--- src/rtl/fetch_pkg.sv ---
// fetch_pkg: shared fetch-stage types and defaults (reset PC, ROM error word, state enum, queue entry)
package fetch_pkg;
  localparam logic [31:0] RESET_PC_DEF = 32'h00400000;
  localparam logic [31:0] ERR_WORD_DEF = 32'hDEADBEEF;
  typedef enum logic {RUN, HALT} fetch_state_t;
  typedef struct packed {
    logic [31:0] pc;
    logic [31:0] instr;
  } fetch_entry_t;
endpackage

--- src/rtl/fetch_queue.sv ---
// fetch_queue: sync FIFO of fetch entries; ports clk/rst, push/pop/flush (flush wins), din, head, full, empty
module fetch_queue
  import fetch_pkg::*;
#(
  parameter int DEPTH = 2
) (
  input  logic         clk,
  input  logic         rst,
  input  logic         push,
  input  logic         pop,
  input  logic         flush,
  input  fetch_entry_t din,
  output fetch_entry_t head,
  output logic         full,
  output logic         empty
);
  localparam int AW = $clog2(DEPTH);
  fetch_entry_t mem [DEPTH];
  logic [AW-1:0] wptr, rptr;
  logic [AW:0] count;
  assign head  = mem[rptr];
  assign full  = count == (AW+1)'(DEPTH);
  assign empty = count == '0;
  always_ff @(posedge clk)
    if (push && !flush) mem[wptr] <= din;
  always_ff @(posedge clk) begin
    if (rst || flush) begin
      wptr  <= '0;
      rptr  <= '0;
      count <= '0;
    end else begin
      if (push) wptr <= wptr + AW'(1);
      if (pop) rptr <= rptr + AW'(1);
      count <= count + (AW+1)'(push) - (AW+1)'(pop);
    end
  end
endmodule

--- src/rtl/fetch_unit.sv ---
// fetch_unit: PC + ROM fetch into a small queue; ports clk/rst, imem_addr/imem_rd, redirect_valid/pc, out_valid/ready/instr/pc/pc_plus4, fetch_fault
module fetch_unit
  import fetch_pkg::*;
#(
  parameter logic [31:0] RESET_PC = RESET_PC_DEF,
  parameter int          DEPTH    = 2,
  parameter logic [31:0] ERR_WORD = ERR_WORD_DEF
) (
  input  logic        clk,
  input  logic        rst,
  output logic [31:0] imem_addr,
  input  logic [31:0] imem_rd,
  input  logic        redirect_valid,
  input  logic [31:0] redirect_pc,
  output logic        out_valid,
  input  logic        out_ready,
  output logic [31:0] out_instr,
  output logic [31:0] out_pc,
  output logic [31:0] out_pc_plus4,
  output logic        fetch_fault
);
  fetch_state_t state;
  fetch_entry_t head;
  logic [31:0] pc;
  logic full, empty, pop, try_fetch, fetch_ok, push, fault;
  assign imem_addr    = pc;
  assign out_valid    = !empty && !rst;
  assign pop          = out_valid && out_ready;
  assign try_fetch    = state == RUN && !redirect_valid && (!full || pop);
  assign fetch_ok     = pc[1:0] == 2'b00 && imem_rd != ERR_WORD;
  assign push         = try_fetch && fetch_ok;
  assign fault        = try_fetch && !fetch_ok;
  assign out_instr    = out_valid ? head.instr : '0;
  assign out_pc       = out_valid ? head.pc : '0;
  assign out_pc_plus4 = out_valid ? head.pc + 32'd4 : '0;
  fetch_queue #(.DEPTH(DEPTH)) u_queue (
    .clk  (clk),
    .rst  (rst),
    .push (push),
    .pop  (pop),
    .flush(redirect_valid),
    .din  ('{pc: pc, instr: imem_rd}),
    .head (head),
    .full (full),
    .empty(empty)
  );
  always_ff @(posedge clk) begin
    if (rst) begin
      pc          <= RESET_PC;
      state       <= RUN;
      fetch_fault <= 1'b0;
    end else if (redirect_valid) begin
      pc          <= redirect_pc;
      state       <= RUN;
      fetch_fault <= 1'b0;
    end else if (push) begin
      pc <= pc + 32'd4;
    end else if (fault) begin
      state       <= HALT;
      fetch_fault <= 1'b1;
    end
  end
endmodule

--- config.mk ---
export PLATFORM = sky130hd
export DESIGN_NAME = fetch_unit
export DESIGN_NICKNAME = d
export VERILOG_FILES = /design/src/rtl/fetch_pkg.sv /design/src/rtl/fetch_queue.sv /design/src/rtl/fetch_unit.sv
export SDC_FILE = /design/constraint.sdc
export NUM_CORES = 1
export LEC_CHECK = 0
export ABC_AREA = 1
export CAP_MARGIN = 20
export CORE_UTILIZATION = 48
export CTS_BUF_LIST = sky130_fd_sc_hd__clkbuf_4
export DETAILED_ROUTE_END_ITERATION = 10
export GPL_TIMING_DRIVEN = 0
export PLACE_DENSITY_LB_ADDON = 0.1
export SYNTH_ARGS = -nofsm -noshare
export SYNTH_HDL_FRONTEND = slang
export SYNTH_HIERARCHICAL = 1
export SYNTH_SLANG_ARGS = --single-unit
--- constraint.sdc ---
create_clock -name clk -period 6.5 [get_ports clk]
set_input_delay 1.3 -clock clk [delete_from_list [all_inputs] [get_ports clk]]
set_output_delay 1.3 -clock clk [all_outputs]
set_load 0.02 [all_outputs]
==> run summary <==
The number of cells produced by synthesis was 1000. The maximum level of the CTS H-tree is 4, and the total negative slack is 0 ns. For the total count of max-transition violations in the final report, the log shows 0. The die covers 0.0195 mm2. The clock-pin slew on the worst setup and hold paths was 0.15 ns; the setup clock skew after layout was 0.0240 ns.

The longest clock path from root to sink contains 2 buffers. The setup check on the worst reg-to-reg path leaves a slack of 3.15 ns. The cell repeated most along the worst path was sky130_fd_sc_hd__clkdlybuf4s50_1. The die is 140 um wide. The peak per-stage delay on the critical path is 0.64 ns. The launch instance of the worst register-to-register path is u_queue/count[0]. The chip height was 140 um. After floorplanning, the core was sized to cover 0.0183 mm2. The average instance in the mapped netlist occupies 9.08 um2. The number of synthesized flops with an enable pin is 128, and the final number of setup-violating endpoints is 0. The startpoint identified for the worst hold timing path is u_queue/wptr. For the number of buffers created by CTS, the log shows 17. After synthesis, flip-flops and latches occupy 50.7% of the total area. Setup repair after global routing left no endpoint under its margin.

Compared with the post-synthesis result, the final layout area differs by 29.5%. In the routed design, unresolved DRC markers number 0. Summed over all instances, the cell type with the most area after synthesis is sky130_fd_sc_hd__edfxtp_1. The post-route minimum period works out to 5.42 ns.

In the routed layout, each cell is associated on average with a via count of 4.96. The synthesized design contains 166 register bits. The number of antenna violations at the first check in global routing came out at 1. Buffers added to address setup during post-CTS repair amount to 0. The mapped netlist covers 0.00908 mm2.

I/O pin total: 198. The tools report the library cell used as clock root buffer as sky130_fd_sc_hd__clkbuf_4. TritonCTS built the clock tree.

The cell depth of the worst flop-to-flop path works out to 11. In this run the remaining antenna-violating nets after routing total 0. Post-detailed-placement half-perimeter wirelength: 17900 um. The number of gates resized after CTS was 0. The path class of the tightest hold or removal check is reg2reg.

Data on the critical path is required at its endpoint by 5.20 ns. For the total grt overflow, the log shows 0. Of the cells placed in the final design, the portion with a size suffix greater than 1 is 12.3%. The hold violation total from the final report is 0. The number of distinct standard cells referenced by the synthesized netlist came out at 37.

The signal on the critical path passes through clkdlybuf4s50_1, nor2_4, inv_1, clkbuf_1, buf_2, nor2_1, buf_4, clkdlybuf4s50_1. The worst setup path is captured at an output port. During synthesis, Yosys emitted a total of 6 warnings. The arrival time of data at the critical path endpoint was 4.12 ns; the per-cell routed wire length was 15.5 um. The commonest non-fill, non-tap cell in the layout was sky130_fd_sc_hd__nand2_1. The tool flagged a number of max-cap violations equal to 0. For the pin with the worst max-slew slack, the measured transition is 0.866 ns. The analysis attributes to cell leakage a power of 4.64 nW.

The detailed router finished its first iteration with 354 violations. The run gives 1546 as the fill cell instance count of the final layout. The library cells used most frequently in the layout, excluding fill and tap cells, are 243 x sky130_fd_sc_hd__nand2_1, 197 x sky130_fd_sc_hd__clkdlybuf4s50_1, 168 x sky130_fd_sc_hd__nor2_1. For hold timing, the worst endpoint is u_queue/wptr. The maximum number of pins on one net before global-route repair is 19. The critical path in this run is classified as in2out. The endpoint identified for the worst register-to-register timing path is u_queue/mem[1][59]. The tree built by TritonCTS fans out to 166 sinks. Among all stages on the critical path, the largest delay is contributed by sky130_fd_sc_hd__clkdlybuf4s50_1. Along the worst path, the maximum fanout reaches 10. The pre-CTS worst setup slack is 1.05 ns, and the number of buffers added on ports is 197. The final clock period utilization by the worst path was 83.5%; the clock latency on the worst-skew pair was 0.59 ns.

The final wirelength is 22800 um. The logs give 1.08 ns for the final critical-path setup slack and 49 for the number of standard-cell rows in the floorplan. The number of nets in the layout is 1299.

The total nets after synthesis is 1072. The commonest register cell after synthesis was sky130_fd_sc_hd__edfxtp_1. The sort of element at the start of the critical path was an input pin.

At the end of routability-driven placement, the weighted congestion stood at 0.928. In the post-synthesis netlist, the biggest area contributors are sky130_fd_sc_hd__edfxtp_1 42%, sky130_fd_sc_hd__nand2_1 10%, sky130_fd_sc_hd__mux2_4 9.9%. The flow ran to the end, and the final reports show no timing, DRC or antenna violations. In this run the biggest area consumer among cell types represents 42.3% of the synthesized area. IR analysis of the VDD net gives a maximum drop of 0.000116 V. The number of vias in the routed layout is 7298. For the overall track demand over capacity in global routing, the log shows 23.9%. The initial utilization of the core area, before any placement, comes to 49.7%. Along the worst hold path, the cell count comes to 2. The run gives 41.9% as the relative slew slack. The run gives 0 as the hold-fix buffer count after cts.

The number of iterations in the first detailed-routing pass came out at 5. The number of global-route vias before repair is 6860, and the cell area power density is 181 mW/mm2. Based on the critical path, the design can be clocked at up to 0.184 GHz. The share of async-settable or async-resettable flops after synthesis is 0%. The first global-routing pass estimated 35700 um of wire.
## worst max-delay path: cells and delay by family
family	cells	cell delay (ns)
buffers and inverters	6	2.19
and+or+nand+nor	2	0.61
## cell usage after synthesis, types with 4 or more instances
library cell,instances
sky130_fd_sc_hd__a21oi_1,32
sky130_fd_sc_hd__buf_12,6
sky130_fd_sc_hd__buf_2,8
sky130_fd_sc_hd__buf_6,6
sky130_fd_sc_hd__clkbuf_1,12
sky130_fd_sc_hd__dfxtp_1,38
sky130_fd_sc_hd__edfxtp_1,128
sky130_fd_sc_hd__ha_1,4
sky130_fd_sc_hd__inv_1,123
sky130_fd_sc_hd__mux2_2,4
sky130_fd_sc_hd__mux2_4,60
sky130_fd_sc_hd__nand2_1,243
sky130_fd_sc_hd__nand3_1,62
sky130_fd_sc_hd__nand3b_1,8
sky130_fd_sc_hd__nor2_1,168
sky130_fd_sc_hd__nor2_2,5
sky130_fd_sc_hd__nor2_4,4
sky130_fd_sc_hd__nor3_1,20
sky130_fd_sc_hd__nor3_2,5
sky130_fd_sc_hd__o21ai_0,15
sky130_fd_sc_hd__xor2_1,19
## stage by stage
stage                     hold slack [ns]  total power [W]  utilization, %  instances  area (um2)
final                               0.544          0.00213            64.4       1470       11800
after global routing                0.596          0.00222            64.4       1470       11800
after CTS                           0.543          0.00215            64.4       1469       11800
after detailed placement            0.520          0.00157            62.8       1437       11500
after global placement              0.468          0.00156            62.1       1426       11300
after floorplan                     0.460          0.00141               -       1000        9080
## state kept, by name, summed over array words and instances, names as in the netlist, named ones only
signal and count:
u_queue/mem 128, u_queue/rptr 1, u_queue/count 2, u_queue/wptr 1, state 1, imem_addr 32
## worst max path at each step
stage                         end  start  slack, ns
4_1_cts           out_pc_plus4[1]    rst       1.04
6_report          out_pc_plus4[1]    rst       1.08
5_1_grt           out_pc_plus4[0]    rst       0.93
3_5_place_dp      out_pc_plus4[1]    rst       1.05
3_3_place_gp   u_queue/mem[1][39]    rst      -4.14
2_1_floorplan   u_queue/mem[1][0]    rst      -0.62
## layout make-up
cell class	count	area [um2]	share of cell area [%]
Timing Repair Buffer	208	2100	17.8
Inverter	125	469	3.99
Clock buffer	18	135	1.15
Buffer	34	288	2.45
Tap cell	229	287	2.44
Antenna cell	1	2.50	0.0213
Multi-Input combinational cell	675	3730	31.7
Clock inverter	14	148	1.26
Sequential cell	166	4600	39.1
## logic make-up after synthesis
| kind of cell | synth area share (%) |
|---|---|
| compound gates | 3.17 |
| xor+xnor | 2.12 |
| fa+ha+maj | 0.551 |
| buf+inv | 8.34 |
| flops | 50.7 |
| mux | 10.4 |
| simple gates | 24.7 |
## routing by layer
layer	GRT usage [%]	up-vias	part of all wire (%)
li1	-	3720	-
met1	33.0	3328	46
met2	39.1	234	47
met3	4.23	16	5.6
met4	6.13	0	0.95
met5	0	-	0
## power breakdown
group	switching [W]	internal (W)
sequential	0.0000373	0.00118
clock	0.000408	0.000180
combinational	0.000173	0.000155
Note: power is estimated with default switching activity, not from simulation.
